===== config.mk =====
export PLATFORM = sky130hd
export DESIGN_NAME = ika2151_dac_rx
export DESIGN_NICKNAME = d
export VERILOG_FILES = /design/src/rtl/ika2151_pkg.sv /design/src/rtl/ika2151_fp2lin.sv /design/src/rtl/ika2151_dac_rx.sv
export SDC_FILE = /design/constraint.sdc
export NUM_CORES = 1
export LEC_CHECK = 0
export ABC_CLOCK_PERIOD_IN_PS = 1590
export CORE_ASPECT_RATIO = 0.8
export CORE_MARGIN = 10
export CORE_UTILIZATION = 28
export DETAILED_ROUTE_END_ITERATION = 16
export HOLD_SLACK_MARGIN = 0.02
export SLEW_MARGIN = 0
export SYNTH_ARGS = -nofsm -noshare
export SYNTH_HDL_FRONTEND = slang
export SYNTH_SLANG_ARGS = --single-unit

===== constraint.sdc =====
create_clock -name i_EMUCLK -period 1.59 [get_ports i_EMUCLK]
set_input_delay 0.159 -clock i_EMUCLK [delete_from_list [all_inputs] [get_ports i_EMUCLK]]
set_output_delay 0.159 -clock i_EMUCLK [all_outputs]
set_load 0.01 [all_outputs]

===== src/rtl/ika2151_pkg.sv =====
// rtl/ika2151_pkg.sv - shared constants and types for the OPM serial DAC receiver
package ika2151_pkg;

  localparam int EXP_W      = 3;
  localparam int MAN_W      = 10;
  localparam int FRAME_BITS = 16;
  localparam int PAD_BITS   = 3;

  typedef enum logic {
    WAIT_L,
    WAIT_R
  } pair_state_t;

endpackage


===== src/rtl/ika2151_fp2lin.sv =====
// rtl/ika2151_fp2lin.sv - YM3012-style floating point (m,e) to signed 16-bit linear conversion
module ika2151_fp2lin
  import ika2151_pkg::*;
(
  input  logic [MAN_W-1:0] m,
  input  logic [EXP_W-1:0] e,
  output logic [15:0]      lin
);

  logic [MAN_W-1:0] s;
  logic [15:0]      s_ext;
  logic [EXP_W-1:0] sh;

  // The mantissa MSB is an inverted sign bit (offset binary to two's complement).
  assign s     = {~m[MAN_W-1], m[MAN_W-2:0]};
  assign s_ext = {{(16-MAN_W){s[MAN_W-1]}}, s};
  // e==0 is resolved by the parent; shifting by zero keeps this path well defined.
  assign sh    = (e == 3'd0) ? 3'd0 : (e - 3'd1);
  assign lin   = s_ext << sh;

endmodule


===== src/rtl/ika2151_dac_rx.sv =====
// rtl/ika2151_dac_rx.sv - OPM serial audio link receiver producing left/right linear PCM samples
module ika2151_dac_rx
  import ika2151_pkg::*;
#(
  parameter int OUT_W    = 16,
  parameter bit ZERO_EXP = 1'b0
) (
  input  logic             i_EMUCLK,
  input  logic             i_IC_n,
  input  logic             i_phi1_NCEN_n,
  input  logic             i_SO,
  input  logic             i_SH1,
  input  logic             i_SH2,
  output logic [OUT_W-1:0] o_SAMPLE_L,
  output logic [OUT_W-1:0] o_SAMPLE_R,
  output logic             o_L_STB,
  output logic             o_R_STB,
  output logic             o_FRAME_STB
);

  generate
    if (OUT_W != 16) begin : g_bad_out_w
      $error("ika2151_dac_rx: OUT_W must be 16");
    end
  endgenerate

  logic                  enable;
  logic [FRAME_BITS-1:0] sr;
  logic [FRAME_BITS-1:0] word;
  logic                  sh1_z;
  logic                  sh2_z;
  logic                  fall1;
  logic                  fall2;
  logic [15:0]           lin;
  logic                  zero_e;
  logic                  hold_zero;
  pair_state_t           state_q;
  pair_state_t           state_d;
  logic                  frame_set;

  assign enable = ~i_phi1_NCEN_n;
  // The latched word includes the bit arriving on the same enable as the strobe edge.
  assign word   = {i_SO, sr[FRAME_BITS-1:1]};
  assign fall1  = enable & sh1_z & ~i_SH1;
  assign fall2  = enable & sh2_z & ~i_SH2;

  ika2151_fp2lin u_fp2lin (
    .m   (word[PAD_BITS +: MAN_W]),
    .e   (word[FRAME_BITS-1 -: EXP_W]),
    .lin (lin)
  );

  assign zero_e    = (word[FRAME_BITS-1 -: EXP_W] == 3'd0);
  assign hold_zero = zero_e & ZERO_EXP;

  always_ff @(posedge i_EMUCLK or negedge i_IC_n) begin
    if (!i_IC_n) begin
      sr          <= '0;
      sh1_z       <= 1'b1;
      sh2_z       <= 1'b1;
      o_SAMPLE_L  <= '0;
      o_SAMPLE_R  <= '0;
      o_L_STB     <= 1'b0;
      o_R_STB     <= 1'b0;
      o_FRAME_STB <= 1'b0;
    end else begin
      o_L_STB     <= fall1;
      o_R_STB     <= fall2;
      o_FRAME_STB <= frame_set;
      if (enable) begin
        sr    <= word;
        sh1_z <= i_SH1;
        sh2_z <= i_SH2;
      end
      if (fall1 && !hold_zero) begin
        o_SAMPLE_L <= zero_e ? '0 : lin;
      end
      if (fall2 && !hold_zero) begin
        o_SAMPLE_R <= zero_e ? '0 : lin;
      end
    end
  end

  always_ff @(posedge i_EMUCLK or negedge i_IC_n) begin
    if (!i_IC_n) begin
      state_q <= WAIT_L;
    end else begin
      state_q <= state_d;
    end
  end

  // A simultaneous L/R latch always counts as a complete pair.
  always_comb begin
    state_d   = state_q;
    frame_set = 1'b0;
    case (state_q)
      WAIT_L: begin
        if (fall1 && fall2) begin
          frame_set = 1'b1;
        end else if (fall1) begin
          state_d = WAIT_R;
        end
      end
      WAIT_R: begin
        if (fall2) begin
          state_d   = WAIT_L;
          frame_set = 1'b1;
        end
      end
      default: state_d = WAIT_L;
    endcase
  end

endmodule

Word level (Yosys, flattened, before mapping)

Cells that the tools add are included.

Register bits: 54
Output and inout bits: 35

Reduce and logical (&&, ||, !) cells: 2
Add/subtract/negate cells: 1
Bitwise operators: 9
Mux-type cells: 9
Shift operators: 1

Operator list:

| operator                                          | number |
|---|---|
| 2-to-1 mux 16 bit                                 | 1 |
| << shifter 16 x 3 -> 16 bit                       | 1 |
| 2-to-1 mux 1 bit                                  | 5 |
| inverter 1 bit                                    | 5 |
| bitwise AND 1 bit                                 | 4 |
| one-hot mux 1 bit (2 select lines)                | 2 |
| zero test 3 bit                                   | 1 |
| 2-to-1 mux 3 bit                                  | 1 |
| subtractor 3 x 1 -> 3 bit (second input constant) | 1 |
| logical AND 1 bit                                 | 1 |

Longest topological paths before layout

Gate-level depths: netlist of run 1.

Depth in word-level cells: 6
Mapped depth: 6

Cells and area by module

A second synthesis of run 1 with hierarchy kept.

Cell total of the unflattened synthesis: 238
Area total of the unflattened synthesis: 2667.6 sq um

Modules (own cells, without submodules):

| module         | area each (sq um) | cells each | instances | sequential area each (sq um) |
|---|---|---|---|---|
| ika2151_dac_rx | 1998.2            | 137        | 1         | 1253.7 |
| ika2151_fp2lin | 669.4             | 101        | 1         | 0.0 |

Least setup slack after synthesis of run 1

No wires, ideal clock.

Kind: reg2reg
From: register sh2_z
To: register o_SAMPLE_R[12]
Cell stages (with the launch flop): 5
Library setup time: 0.125 ns
Path slack: 0.087 ns
Data arrival time: 1.378 ns
Cells stage by stage: dfstp_2 > or3b_1 > buf_2 > inv_6 > mux2_2

Longest elaborated chain between the ends: 2

RTL lines:

| item                            | RTL line             | RTL |
|---|---|---|
| start, declared                 | ika2151_dac_rx.sv:31 | `logic sh2_z;` |
| start signal, assigned          | ika2151_dac_rx.sv:73 | `sh2_z <= i_SH2;` |
| bitwise AND 1 bit (2 in series) | ika2151_dac_rx.sv:45 | `assign fall2 = enable & sh2_z & ~i_SH2;` |
| net fall2                       | ika2151_dac_rx.sv:33 | `logic fall2;` |
| end signal, assigned            | ika2151_dac_rx.sv:79 | `o_SAMPLE_R <= zero_e ? '0 : lin;` |
| end, declared                   | ika2151_dac_rx.sv:15 | `output logic [OUT_W-1:0] o_SAMPLE_R,` |

The timed path passes the listed nets, and every way through them passes these cells.
A chain may end at the register's enable or synchronous reset.

Final worst setup path of run 1

From: register sr[14]
To: register o_SAMPLE_R[6]

Longest elaborated chain between the ends: 4
Elaborated cells between the ends (all ways): 5
Classes of those cells: add/sub (1); shift (1); mux (2); reduce/logical (1)

RTL lines:

| item                                                         | RTL line                                   | RTL |
|---|---|---|
| start, declared                                              | ika2151_dac_rx.sv:28                       | `logic [FRAME_BITS-1:0] sr;` |
| start signal, assigned                                       | ika2151_dac_rx.sv:71                       | `sr <= word;` |
| subtractor 3 x 1 -> 3 bit or zero test 3 bit (tied branches) | ika2151_fp2lin.sv:18, ika2151_dac_rx.sv:53 |  |
| 2-to-1 mux 3 bit                                             | ika2151_fp2lin.sv:18                       | `assign sh = (e == 3'd0) ? 3'd0 : (e - 3'd1);` |
| << shifter 16 x 3 -> 16 bit                                  | ika2151_fp2lin.sv:19                       | `assign lin = s_ext << sh;` |
| 2-to-1 mux 16 bit (*)                                        | ika2151_dac_rx.sv:79                       |  |

Every way passes the cells marked *; elsewhere a longest branch is shown, timed or not.

==> summary.txt, run 1 <==
H-tree depth: 2
maximum buffer depth of the clock tree: 2
Least-Margin Pin Slew: 0.399 ns
drt total wl: 6310 µm
number of slew-limit violations in the final report: 0
Non-Filler Instances: 410
Startpoint Class: flip-flop
Hold Fails Final Rpt: 0
Die H: 102 µm
Syn Area/Cell: 10.4 µm²
Reg area: 1260 µm²
CTS root buf: clkbuf_8
Post-synth ARST share: 1.00
Yosys cell types: 41
Max-slew headroom: 0.734
Pre-antenna DRT Iters: 6
initial antenna violation count: 0
die area: 12500 µm²
pin count of the biggest net entering global routing: 51
violated checks: negative setup slack
period utilization: 1.02
global-route wire length before repair: 10300 µm
status: finished with violations
synthesis-to-layout area growth: 45.2%
Final #Nets: 307
Multi-input gate area: 1120 µm²
EDFF count, synth: 0
Post-DRT Antenna Nets: 0
peak supply drop: 511 µV
Worst Path Arrival: 1.86 ns
Setup Viol. Count Final: 6
Final WS setup: -0.0249 ns
layout cells sized above 1: 0.334
Syn. warnings: 0
leak pwr: 0.00147 µW
vias per std cell: 4.77
Yosys top cell by area: dfrtp_1
WL/cell: 15.4 µm
Final HPWL DP: 4510 µm
Hold Path Class: primary input to async pin
Syn Inst Count: 225
post-route cell area: 3410 µm²
Final Skew: 0.00675 ns
Critical Path End Type: flip-flop
placed cells: 394
drc violations: 0
Synth Cell Area: 2350 µm²
flops & latches, synth: 50
# rows: 29
RSZ-0062 raised after global routing: true
total gr overflow: 0
Main synth FF type: dfrtp_1
IO Pins: 41
Area after DPL: 3080 µm²
vias in the first global route: 1939
Inserted Diodes: 0
First DRT Iteration DRCs: 221
top cells by area in the synthesized netlist: dfrtp_1 (51%), mux2_2 (10%), nand2_1 (6.2%)
Seq/Total Area, Yosys: 0.534
r2r setup slk: -0.02 ns
pwr/cell area: 1270 nW/µm²
peak fanout along the critical path: 10
clock transition at the registers of the reported paths: 0.09 ns
Die X: 122 µm
Skew-Pair Late Insertion Delay: 0.30 ns
fin crit period: 1.61 ns
gr usage total: 0.103
number of max-cap violations: 0
Buffers on Ports: 40
net count after synthesis: 231
Initial Util: 0.291
critical path required time: 1.84 ns
Max Clk Rate: 619 MHz
CP Class: flip-flop to flip-flop
top-count cell post-synth: dfrtp_1
via count: 1957
Synth top cells by count: dfrtp_1 (48), nand2_1 (39), mux2_2 (21)
gpl congestion: 0.841
clk sinks: 50
Num CTS Buffers: 5
core area: 8060 µm²
setup_tns: -0.0922 ns
CTS tree: done
top-area cell type share of the netlist area: 0.512
fillers: 774
[per-stage QoR]
step	power [µW]	hold slack (ns)	setup slack, ns	util
after CTS	4200	0.374	-0.00978	0.405
after detailed placement	3410	0.166	-0.306	0.382
after global placement	3370	0.167	-0.226	0.382
final	4310	0.358	-0.0249	0.423
after global routing	4600	0.417	-0.114	0.423
after floorplan	2520	-0.137	0.0870	-
[worst max-delay path: stages, from the launching register on]
cell	delay [ns]
dfrtp_2	0.47
buf_12	0.16
buf_4	0.14
mux2i_2	0.16
a222oi_1	0.40
mux2_4	0.22
[cell families (layout without fill, tap and decap cells)]
logic type	Yosys count	in the layout	share of synthesized area
flops	50	50	0.534
compound gates	54	54	0.146
mux	29	29	0.135
simple gates	71	71	0.137
buf+inv	21	98	0.0480
[path summary, 6_finish.rpt]
path / to / depth (start not counted) / start
worst min register to register: o_SAMPLE_L[14] / 2 / o_SAMPLE_L[14]
worst min-delay path: o_SAMPLE_L[3] / 3 / i_IC_n
worst max-delay path: o_SAMPLE_R[6] / 5 / sr[14]
worst max register to register: o_SAMPLE_R[6] / 5 / sr[14]
min in group i_EMUCLK: o_SAMPLE_L[14] / 2 / o_SAMPLE_L[14]
max in group asynchronous: sh2_z / 3 / i_IC_n
[placed cells by master (no fill, tap or decap), types with 2 or more instances in the layout]
cell type and count:
dfrtp_1 46, buf_4 40, nand2_1 39, clkdlybuf4s50_1 39, mux2_2 19, nor2_1 11, o21ai_1 11, o21ai_0 10
a21oi_1 9, a211oi_2 5, clkbuf_8 5, o31ai_1 4, nand2b_1 3, mux2i_4 3, nor2b_1 3, nor3_1 3
nand3_1 2, inv_1 2, mux2i_1 2, a221oi_1 2, mux2i_2 2, a21oi_2 2, a22o_1 2, a222oi_1 2
mux2_4 2, buf_12 2, dfstp_2 2, dfrtp_2 2
[registers in the layout (all words and copies together) (netlist names)]
name,count
o_L_STB,1
state_q,1
o_FRAME_STB,1
sr,12
o_SAMPLE_L,16
o_R_STB,1
o_SAMPLE_R,16
sh2_z,1
sh1_z,1
[layer usage]
layer	up-vias	routed length, µm	GRT usage
met3	8	393	0.0264
li1	946	-	-
met4	0	71	0.0325
met1	952	3060	0.142
met2	51	2780	0.152
met5	-	0	0
[power breakdown]
part / total [µW] / switching [µW] / internal, µW
logic: 1700 / 726 / 971
registers: 1880 / 296 / 1590
clock network: 733 / 421 / 311
[timing repair]
item / 4_1_cts / 5_1_grt
setup buffers: 2 / 4
endpoints found under the setup margin: 14 / 22
cloned: 0 / 1
hold buffers: 1 / 0
pin swaps: 3 / 7
endpoints found under the hold margin: 48 / 0
resized for setup: 16 / 19
[final cells by class]
cell class / instances / area share
Inverter: 5 / 0.00698
Clock buffer: 6 / 0.0213
Clock inverter: 2 / 0.00404
Multi-Input combinational cell: 154 / 0.330
Timing Repair Buffer: 85 / 0.230
Sequential cell: 50 / 0.369
Tap cell: 108 / 0.0397
Power figures use the tool's default switching activity.
==> run 2: changes to the inputs <==
--- a/config.mk
+++ b/config.mk
@@ -5,13 +5,12 @@
 export SDC_FILE = /design/constraint.sdc
 export NUM_CORES = 1
 export LEC_CHECK = 0
-export ABC_CLOCK_PERIOD_IN_PS = 1590
 export CORE_ASPECT_RATIO = 0.8
 export CORE_MARGIN = 10
 export CORE_UTILIZATION = 28
 export DETAILED_ROUTE_END_ITERATION = 16
 export HOLD_SLACK_MARGIN = 0.02
-export SLEW_MARGIN = 0
+export SLEW_MARGIN = 40
 export SYNTH_ARGS = -nofsm -noshare
 export SYNTH_HDL_FRONTEND = slang
 export SYNTH_SLANG_ARGS = --single-unit
==> results of run 2 <==
The final DEF is identical to that of run 1; final timing and power are the same.
==> run 3: changes to the inputs <==
--- a/config.mk
+++ b/config.mk
@@ -5,7 +5,6 @@
 export SDC_FILE = /design/constraint.sdc
 export NUM_CORES = 1
 export LEC_CHECK = 0
-export CORE_ASPECT_RATIO = 0.8
 export CORE_MARGIN = 10
 export CORE_UTILIZATION = 28
 export DETAILED_ROUTE_END_ITERATION = 16
@@ -14,3 +13,4 @@
 export SYNTH_ARGS = -nofsm -noshare
 export SYNTH_HDL_FRONTEND = slang
 export SYNTH_SLANG_ARGS = --single-unit
+export TNS_END_PERCENT = 5
==> constraint.sdc (replaced) <==
create_clock -name i_EMUCLK -period 1.6 [get_ports i_EMUCLK]
set_input_delay 0.16 -clock i_EMUCLK [delete_from_list [all_inputs] [get_ports i_EMUCLK]]
set_output_delay 0.16 -clock i_EMUCLK [all_outputs]
set_load 0.01 [all_outputs]
==> run 3 against run 2 <==
Net effect: the flow still finishes with violations (negative setup slack); non-clock buffer count fell by 2; critical path depth is the same; sequential cell count unchanged; combinational power shrank 4%; total power fell by 1.5%; global-route usage shrank 0.69 points; cell count fell by 1.2%; die area down 0.18%; clock power grew 4.9%; count of clock-buffer cells in the layout stayed put; maximum frequency shrank 0.90%; largest cell class unchanged; highest routed layer unchanged.
==> summary.txt, run 3 (synthesis results as in run 1) <==
status: finished with violations
violated checks: negative setup slack
setup_tns: -0.0669 ns
Area after DPL: 3090 µm²
gpl congestion: 0.879
global-route wire length before repair: 10100 µm
Max Clk Rate: 614 MHz
peak supply drop: 386 µV
top flop regs: o_SAMPLE_L: 16 flops, o_SAMPLE_R: 16 flops, sr: 12 flops
leak pwr: 0.00145 µW
Pre-antenna DRT Iters: 4
clk sinks: 50
vias in the first global route: 1904
Multi-input gate area: 1060 µm²
CP Class: flip-flop to flip-flop
Startpoint Class: flip-flop
IO Pins: 41
vias per std cell: 4.80
layout cells sized above 1: 0.307
Final Skew: 0.00245 ns
H-tree depth: 2
Reg area: 1260 µm²
initial antenna violation count: 0
Hold Path Class: primary input to async pin
Buffers on Ports: 40
CTS tree: done
number of slew-limit violations in the final report: 0
Setup Viol. Count Final: 5
Critical Path End Type: flip-flop
Inserted Diodes: 0
total gr overflow: 0
Max-slew headroom: 0.653
Worst Path Arrival: 1.87 ns
Hold Fails Final Rpt: 0
WL/cell: 15.3 µm
Die X: 112 µm
Final #Nets: 305
commonest cells after routing, fill and taps aside: dfrtp_1 (46), nand2_1 (39), clkdlybuf4s50_1 (39), buf_4 (39), mux2_2 (19)
commonest non-fill, non-tap cell in the layout: dfrtp_1
Post-DRT Antenna Nets: 0
number of max-cap violations: 0
First DRT Iteration DRCs: 142
RSZ-0062 raised after global routing: true
fin util: 0.406
CTS root buf: clkbuf_8
period utilization: 1.02
gr usage total: 0.0957
placed cells: 393
Skew-Pair Late Insertion Delay: 0.30 ns
die area: 12400 µm²
crit path from: sr[14]
Die H: 112 µm
Initial Util: 0.287
Final WS setup: -0.0295 ns
pin count of the biggest net entering global routing: 32
Non-Filler Instances: 405
Num CTS Buffers: 5
Reg2Reg Launch Point: sr[14]
clock transition at the registers of the reported paths: 0.09 ns
critical path required time: 1.84 ns
maximum buffer depth of the clock tree: 2
drt total wl: 6180 µm
synthesis-to-layout area growth: 41.6%
via count: 1945
peak fanout along the critical path: 7
fin crit period: 1.63 ns
drc violations: 0
core area: 8180 µm²
fillers: 811
pwr/cell area: 1280 nW/µm²
Least-Margin Pin Slew: 0.520 ns
Final HPWL DP: 4690 µm
post-place setup slack: -0.181 ns
# rows: 33
post-route cell area: 3320 µm²
[run 3: changes by cell type in the layout (fill, tap and decap cells not counted), moves of 2 or more]
cell and delta:
a211oi_2 -3, a211oi_1 +3, mux2i_1 +2, nor2b_1 +2, mux2i_4 -3
[run 3: per-stage QoR]
step | hold slack [ns] | power [µW]
floorplan | -0.136 | 2510
global placement | 0.139 | 3400
detailed placement | 0.145 | 3420
CTS | 0.371 | 4230
global route | 0.416 | 4520
finish | 0.349 | 4250
[run 3: layout make-up]
type / instances / share of cell area
clock buffers: 6 / 0.0249
clock inverters: 2 / 0.00377
inverters: 5 / 0.00716
multi-input cells: 154 / 0.320
flip-flops and latches: 50 / 0.378
well taps: 105 / 0.0395
repair buffers: 83 / 0.227
[run 3: worst max-delay path: stages, from the launching register on]
cell and delay, ns:
dfrtp_2 0.49, buf_8 0.16, and3b_1 0.20, a21oi_1 0.04
a222oi_1 0.45, mux2_4 0.23
[run 3: path summary, 6_finish.rpt]
kind                                  end  slack [ns]  cells after the start
max in group asynchronous  o_SAMPLE_R[12]        0.72                      3
min in group i_EMUCLK      o_SAMPLE_L[11]        0.48                      2
setup reg to reg            o_SAMPLE_L[6]       -0.03                      5
hold / removal              o_SAMPLE_L[3]        0.35                      2
setup / recovery            o_SAMPLE_L[6]       -0.03                      5
hold reg to reg            o_SAMPLE_L[11]        0.48                      2
[run 3: per-layer routing]
metal  GRT usage  wire length [µm]
met3      0.0306               338
met5           0                 0
met4      0.0291               114
met1       0.121              2800
met2       0.151              2930
[run 3: what timing repair did]
item | 4_1_cts | 5_1_grt
gates resized for setup | 9 | 13
endpoints found under the hold margin | 17 | 0
endpoints found under the setup margin | 18 | 19
buffers inserted | 0 | 3
pin swaps | 1 | 2
cloned | 0 | 0
hold buffers | 1 | 0
[run 3: power by group]
| group | switching (µW) | internal [µW] |
|---|---|---|
| clock | 421 | 348 |
| sequential | 266 | 1580 |
| combinational | 698 | 938 |
==> RTL change 1 (settings of run 1) <==
The parameter `ZERO_EXP` goes from 1'b0 to 1'b1.
--- a/src/rtl/ika2151_dac_rx.sv
+++ b/src/rtl/ika2151_dac_rx.sv
@@ -5,3 +5,3 @@
   parameter int OUT_W    = 16,
-  parameter bit ZERO_EXP = 1'b0
+  parameter bit ZERO_EXP = 1'b1
 ) (
Formal check against the unedited RTL: not equivalent (Yosys sat finds a counterexample within 10 cycles, from zero or initial values).
==> RTL change 1 against run 1 <==
The run still ends with setup timing left; non-clock buffer count is 1 higher; setup slack worse by 0.062 ns; die area is 9.6% higher; maximum frequency is 3.7% lower; synthesized cell count is 5.8% higher; area after synthesis is 12% higher; cell area is 13% higher; sequential cell count stayed put; first-iteration DRC count is 12% lower; routed wire length is 18% higher; worst hold slack better by 0.043 ns; power is 29% higher; largest power group is now combinational cells.
==> RTL change 1: results (changes against run 1) <==
Run status
The flow ran to the end, but the final reports show violations. The checks that failed: setup timing.

Yosys
The number of unique standard cell types used by synthesis is 55 (+34%). After synthesis, the cell types taking the most area are sky130_fd_sc_hd__dfrtp_1 (46%), sky130_fd_sc_hd__mux2_2 (9.0%), sky130_fd_sc_hd__o21ai_0 (3.4%). The fraction of registers with async set or reset after synthesis was 100% (unchanged). After synthesis, the most frequently instantiated cells are sky130_fd_sc_hd__dfrtp_1 (48), sky130_fd_sc_hd__nand2_1 (23), sky130_fd_sc_hd__mux2_2 (21), sky130_fd_sc_hd__o21ai_0 (18), sky130_fd_sc_hd__nor2_1 (11). The sequential cell area fraction in the yosys report is 47.8% (-5.6 points). The total nets after synthesis came to 244 (+5.6%).

Timing
The slack of the critical path came to -0.0870 ns (-0.0620 ns). The worst clock skew is 0.00514 ns (-0.00161 ns). The relative max-transition margin is 77.7% (+4.3 points).

The count of final setup violators is 15 (+9).

Placed design
The worst slack at placement came to -0.254 ns (+0.0515 ns). The total half-perimeter wirelength after legalization and detailed placement is 5100 um (+13%). The last weighted congestion value of the routability-driven placer is 0.893 (+6.2%).

The total of buffers placed on input and output ports is 40 (unchanged).

Detailed routing
The number of design-rule violations left by the first detailed-router iteration is 195 (-12%). The routed wire length came to 7420 um (+18%). The average via count per standard cell is 5.11 (+7.1%).

GRT
The overall track demand over capacity in global routing is 10.6% (+0.32 points). The via count of the first global-routing pass was 2212 (+14%). The wire length of the first global-routing pass is 12000 um (+16%).

Finish
The largest registers in the layout are o_SAMPLE_L: 16 flops, o_SAMPLE_R: 16 flops, sr: 12 flops. The fraction of final layout cells with drive strength greater than 1 is 38.2% (+4.8 points). The number of nets in the finished design is 320 (+4.2%).

Power and ir drop
The leakage component of the power is 1.61 nW (+9.6%). The worst-case vdd ir drop came to 745 uV (+46%).

CTS
The later pin in the worst-skew pair is clocked with a latency of 0.29 ns. The cell sitting at the root of the clock tree is a sky130_fd_sc_hd__clkbuf_16. The clock slew at the register clock pins of the worst setup and hold paths is 0.07 ns (-0.02 ns).

Setup path
The maximum fanout encountered on the critical timing path is 5 (-5). The worst path arrival time is 1.85 ns.
RTL change 1: cell count changes in the layout (fill, tap and decap cells not counted), sizes merged, moves of 4 or more:
cell,run 1,this run
nand2b,3,7
nor2,11,15
nand2,39,23
o31ai,4,0
nor2b,5,1
RTL change 1: cells by family after synthesis:
group                  after synthesis  synth area share [%]
AO/OA/AOI/OAI                       68                  17.5
AND/OR/NAND/NOR                     65                  14.7
flip-flops                          50                  47.8
multiplexers                        31                  14.2
buffers and inverters               24                  5.82
RTL change 1: final timing paths:
check | start | end | depth (start not counted)
hold reg to reg | state_q | o_FRAME_STB | 2
min in group i_EMUCLK | state_q | o_FRAME_STB | 2
setup / recovery | sr[14] | o_SAMPLE_L[7] | 5
hold / removal | i_IC_n | sr[14] | 3
max in group asynchronous | i_IC_n | sh1_z | 3
setup reg to reg | sr[14] | o_SAMPLE_L[7] | 5
RTL change 1: final cells by class:
cell class | count | area (um^2)
Tap cell | 115 | 144
Clock inverter | 2 | 13.8
Multi-Input combinational cell | 164 | 1420
Fill cell | 860 | 5210
Clock buffer | 5 | 125
Sequential cell | 50 | 1260
Timing Repair Buffer | 86 | 862
Inverter | 7 | 38.8
RTL change 1: metal layers:
metal	track usage [%]	vias to the layer above	share of wire, %
met3	2.93	8	6.5
met5	0	-	0
met2	15.6	78	45
met1	15.3	1085	48
met4	1.44	0	0.70
li1	-	1022	-
RTL change 1: power breakdown:
group	internal [mW]	total (mW)	switching [mW]
logic	1.42	2.43	1.01
clock network	0.577	1.03	0.452
registers	1.69	2.10	0.402
total	3.69	5.56	1.86
RTL change 1: per-stage QoR:
step	cells	cell area, um^2	TNS (ns)	power (mW)	hold slack (ns)
floorplan	238	2620	-0.0307	3.02	-0.137
global placement	415	3370	-4.72	4.17	0.170
detailed placement	415	3370	-5.52	4.20	0.173
CTS	426	3640	-0.407	5.39	0.421
global route	429	3860	-1.50	5.89	0.464
finish	429	3860	-0.729	5.56	0.400
RTL change 1: worst max-delay path: stages, from the launching register on:
cell                      delay, ns
sky130_fd_sc_hd__dfrtp_2       0.44
sky130_fd_sc_hd__buf_12        0.15
sky130_fd_sc_hd__mux2i_4       0.27
sky130_fd_sc_hd__o22ai_2       0.10
sky130_fd_sc_hd__or3_4         0.34
sky130_fd_sc_hd__mux2_4        0.26
RTL change 1: timing repair:
action                     in CTS  in global routing
setup endpoints to repair      21                 24
hold buffers                    1                  0
pin swaps                       3                 10
gates cloned                    0                  2
setup buffers                   3                  2
hold endpoints to repair       48                  0
resized for setup              21                 41
==> RTL change 2 (settings of run 1) <==
Without the edit above. Register the output `o_SAMPLE_R` once more, without a reset; this adds one clock of latency there. The other outputs are not delayed to match.
--- a/src/rtl/ika2151_dac_rx.sv
+++ b/src/rtl/ika2151_dac_rx.sv
@@ -19,2 +19,4 @@
 );
+
+  logic [OUT_W-1:0] o_SAMPLE_R_s0;
 
@@ -61,3 +63,3 @@
       o_SAMPLE_L  <= '0;
-      o_SAMPLE_R  <= '0;
+      o_SAMPLE_R_s0 <= '0;
       o_L_STB     <= 1'b0;
@@ -78,3 +80,3 @@
       if (fall2 && !hold_zero) begin
-        o_SAMPLE_R <= zero_e ? '0 : lin;
+        o_SAMPLE_R_s0 <= zero_e ? '0 : lin;
       end
@@ -113,2 +115,6 @@
 
+  always_ff @(posedge i_EMUCLK) begin
+    o_SAMPLE_R <= o_SAMPLE_R_s0;
+  end
+
 endmodule
Check against the original RTL: not equivalent (Yosys sat finds a counterexample within 4 cycles, from zero or initial values).
==> RTL change 2 against run 1 <==
Sequential cell count rose by 16; sequential power rose by 29%; power rose by 39%; the flow still finishes with violations (setup timing); clock power rose to 2.6 times the old value; routed wire length rose by 6.2%; setup slack got worse by 0.044 ns; area after synthesis rose by 13%; cell area rose by 14%.
==> RTL change 2: results (changes against run 1) <==
Detailed routing
The average via count per standard cell is 4.68 (-1.9%). The first-pass detailed-route iteration total is 4 (-2). The average wire per cell in the routed design was 15.3 um (-0.32%).

The number of design-rule violations left by the first detailed-router iteration came to 116 (-48%).

Placed design
The last weighted congestion value of the routability-driven placer came to 0.816 (-2.9%). The worst slack at placement is -0.224 ns (+0.0815 ns). The instance area at placement is 0.00341 mm^2 (+11%). The total half-perimeter wirelength after legalization and detailed placement is 4780 um (+6.0%).

Finish
The number of nets in the finished design was 323 (+5.2%). The largest registers in the layout are o_SAMPLE_L: 16 flops, o_SAMPLE_R: 16 flops, o_SAMPLE_R_s0: 16 flops. The fraction of final layout cells with drive strength greater than 1 was 30.7% (-2.7 points).

CTS
The clock root buffer is sky130_fd_sc_hd__clkbuf_16. The clock latency on the worst-skew pair is 0.32 ns (+0.02 ns). The clock slew at the register clock pins of the worst setup and hold paths is 0.05 ns (-0.04 ns). The H-tree depth is 3 (+1). The number of CTS-inserted buffers is 9 (+4).

Timing
The worst clock skew is 0.00385 ns (-0.00290 ns). The slack of the critical path is -0.0691 ns (-0.0442 ns). The count of final setup violators is 9 (+3).

The relative max-transition margin is 72.2% (-1.2 points).

Yosys
The total nets after synthesis was 247 (+6.9%). By count the netlist is led by sky130_fd_sc_hd__dfrtp_1 (48), sky130_fd_sc_hd__nand2_1 (39), sky130_fd_sc_hd__mux2_2 (21), sky130_fd_sc_hd__dfxtp_1 (16). The top-area cell type share of the netlist area came to 45.2% (-6.0 points).

The fraction of registers with async set or reset after synthesis is 75.8% (-24 points). The number of unique standard cell types used by synthesis is 42 (+2.4%). The sequential cell area fraction in the yosys report is 59.2% (+5.7 points).

Setup path
The maximum fanout encountered on the critical timing path is 6 (-4). The dominant delay contributor by cell family on the critical path is buffers and inverters. The delay of the slowest cell on the worst path is 0.42 ns (-0.05 ns).

GRT
The via count of the first global-routing pass came to 1999 (+3.1%). The overall track demand over capacity in global routing is 9.57% (-0.69 points). The wire length of the first global-routing pass is 10400 um (+0.93%).

Run status
The checks that failed: setup timing. The flow ran to the end, but the final reports show violations.

Power and ir drop
The leakage component of the power is 1.68 nW (+14%). The worst-case vdd ir drop is 671 uV (+31%).
==> RTL change 2: cell count changes after synthesis <==
cell                              run 1  this run
sky130_fd_sc_hd__buf_2                8         9
sky130_fd_sc_hd__buf_6                2         1
sky130_fd_sc_hd__clkinv_4             0         1
sky130_fd_sc_hd__dfxtp_1              0        16
sky130_fd_sc_hd__inv_6                1         0
==> RTL change 2: per-layer routing <==
metal	share of wire, %	vias to the layer above	wire, um	track usage [%]
met2	43	67	2890	13.9
met1	48	969	3200	12.5
met5	0	-	0	0
li1	-	997	-	-
met4	2.6	0	172	4.54
met3	6.6	14	442	3.25
==> RTL change 2: worst min-delay path, cell delays in order <==
cell,delay [ns]
sky130_fd_sc_hd__dlygate4sd3_1,0.53
sky130_fd_sc_hd__buf_2,0.12
sky130_fd_sc_hd__buf_12,0.25
==> RTL change 2: final timing paths <==
check	startpoint	endpoint	slack, ns	depth (start not counted)
max in group asynchronous	i_IC_n	sh2_z	0.92	3
min in group i_EMUCLK	o_SAMPLE_R_s0[1]	o_SAMPLE_R[1]	0.36	0
max	sr[14]	o_SAMPLE_R_s0[10]	-0.07	8
min reg2reg	o_SAMPLE_R_s0[1]	o_SAMPLE_R[1]	0.36	0
max reg2reg	sr[14]	o_SAMPLE_R_s0[10]	-0.07	8
min	i_IC_n	o_SAMPLE_L[0]	0.36	3
==> RTL change 2: timing repair <==
item / in CTS / in global routing
endpoints found under the setup margin: 6 / 14
pin swaps: 2 / 4
gates resized for setup: 7 / 14
hold buffers: 1 / 0
cloned: 0 / 1
setup buffers: 2 / 3
endpoints found under the hold margin: 48 / 0
==> RTL change 2: metrics by stage <==
step | std cells | TNS [ns]
floorplan | 241 | 0
global placement | 414 | -2.72
detailed placement | 414 | -3.00
CTS | 433 | 0
global route | 437 | -1.25
finish | 437 | -0.261
==> RTL change 2: cell families (layout without fill, tap and decap cells) <==
| group | after synthesis | after routing | synth area share, % |
|---|---|---|---|
| AOI/OAI and AO/OA | 54 | 54 | 12.8 |
| and+or+nand+nor | 71 | 71 | 12.0 |
| muxes | 29 | 29 | 11.9 |
| DFF | 66 | 66 | 59.2 |
| buffers and inverters | 21 | 102 | 4.00 |
==> RTL change 2: layout make-up <==
type                       count  area [um^2]  share of cell area (%)
sequential                    66         1580                    40.7
clock buffer                  11          243                    6.27
multi-input combinational    154         1060                    27.4
clock inverter                 5         55.1                    1.42
tap                          115          144                    3.72
timing repair buffer          81          768                    19.8
inverter                       5         23.8                   0.614
==> RTL change 2: where the power goes <==
part           total, mW  switching, mW  internal, mW
registers           2.42          0.305          2.11
clock network       1.94          0.688          1.25
logic               1.64          0.706         0.933
total               5.99           1.70          4.29
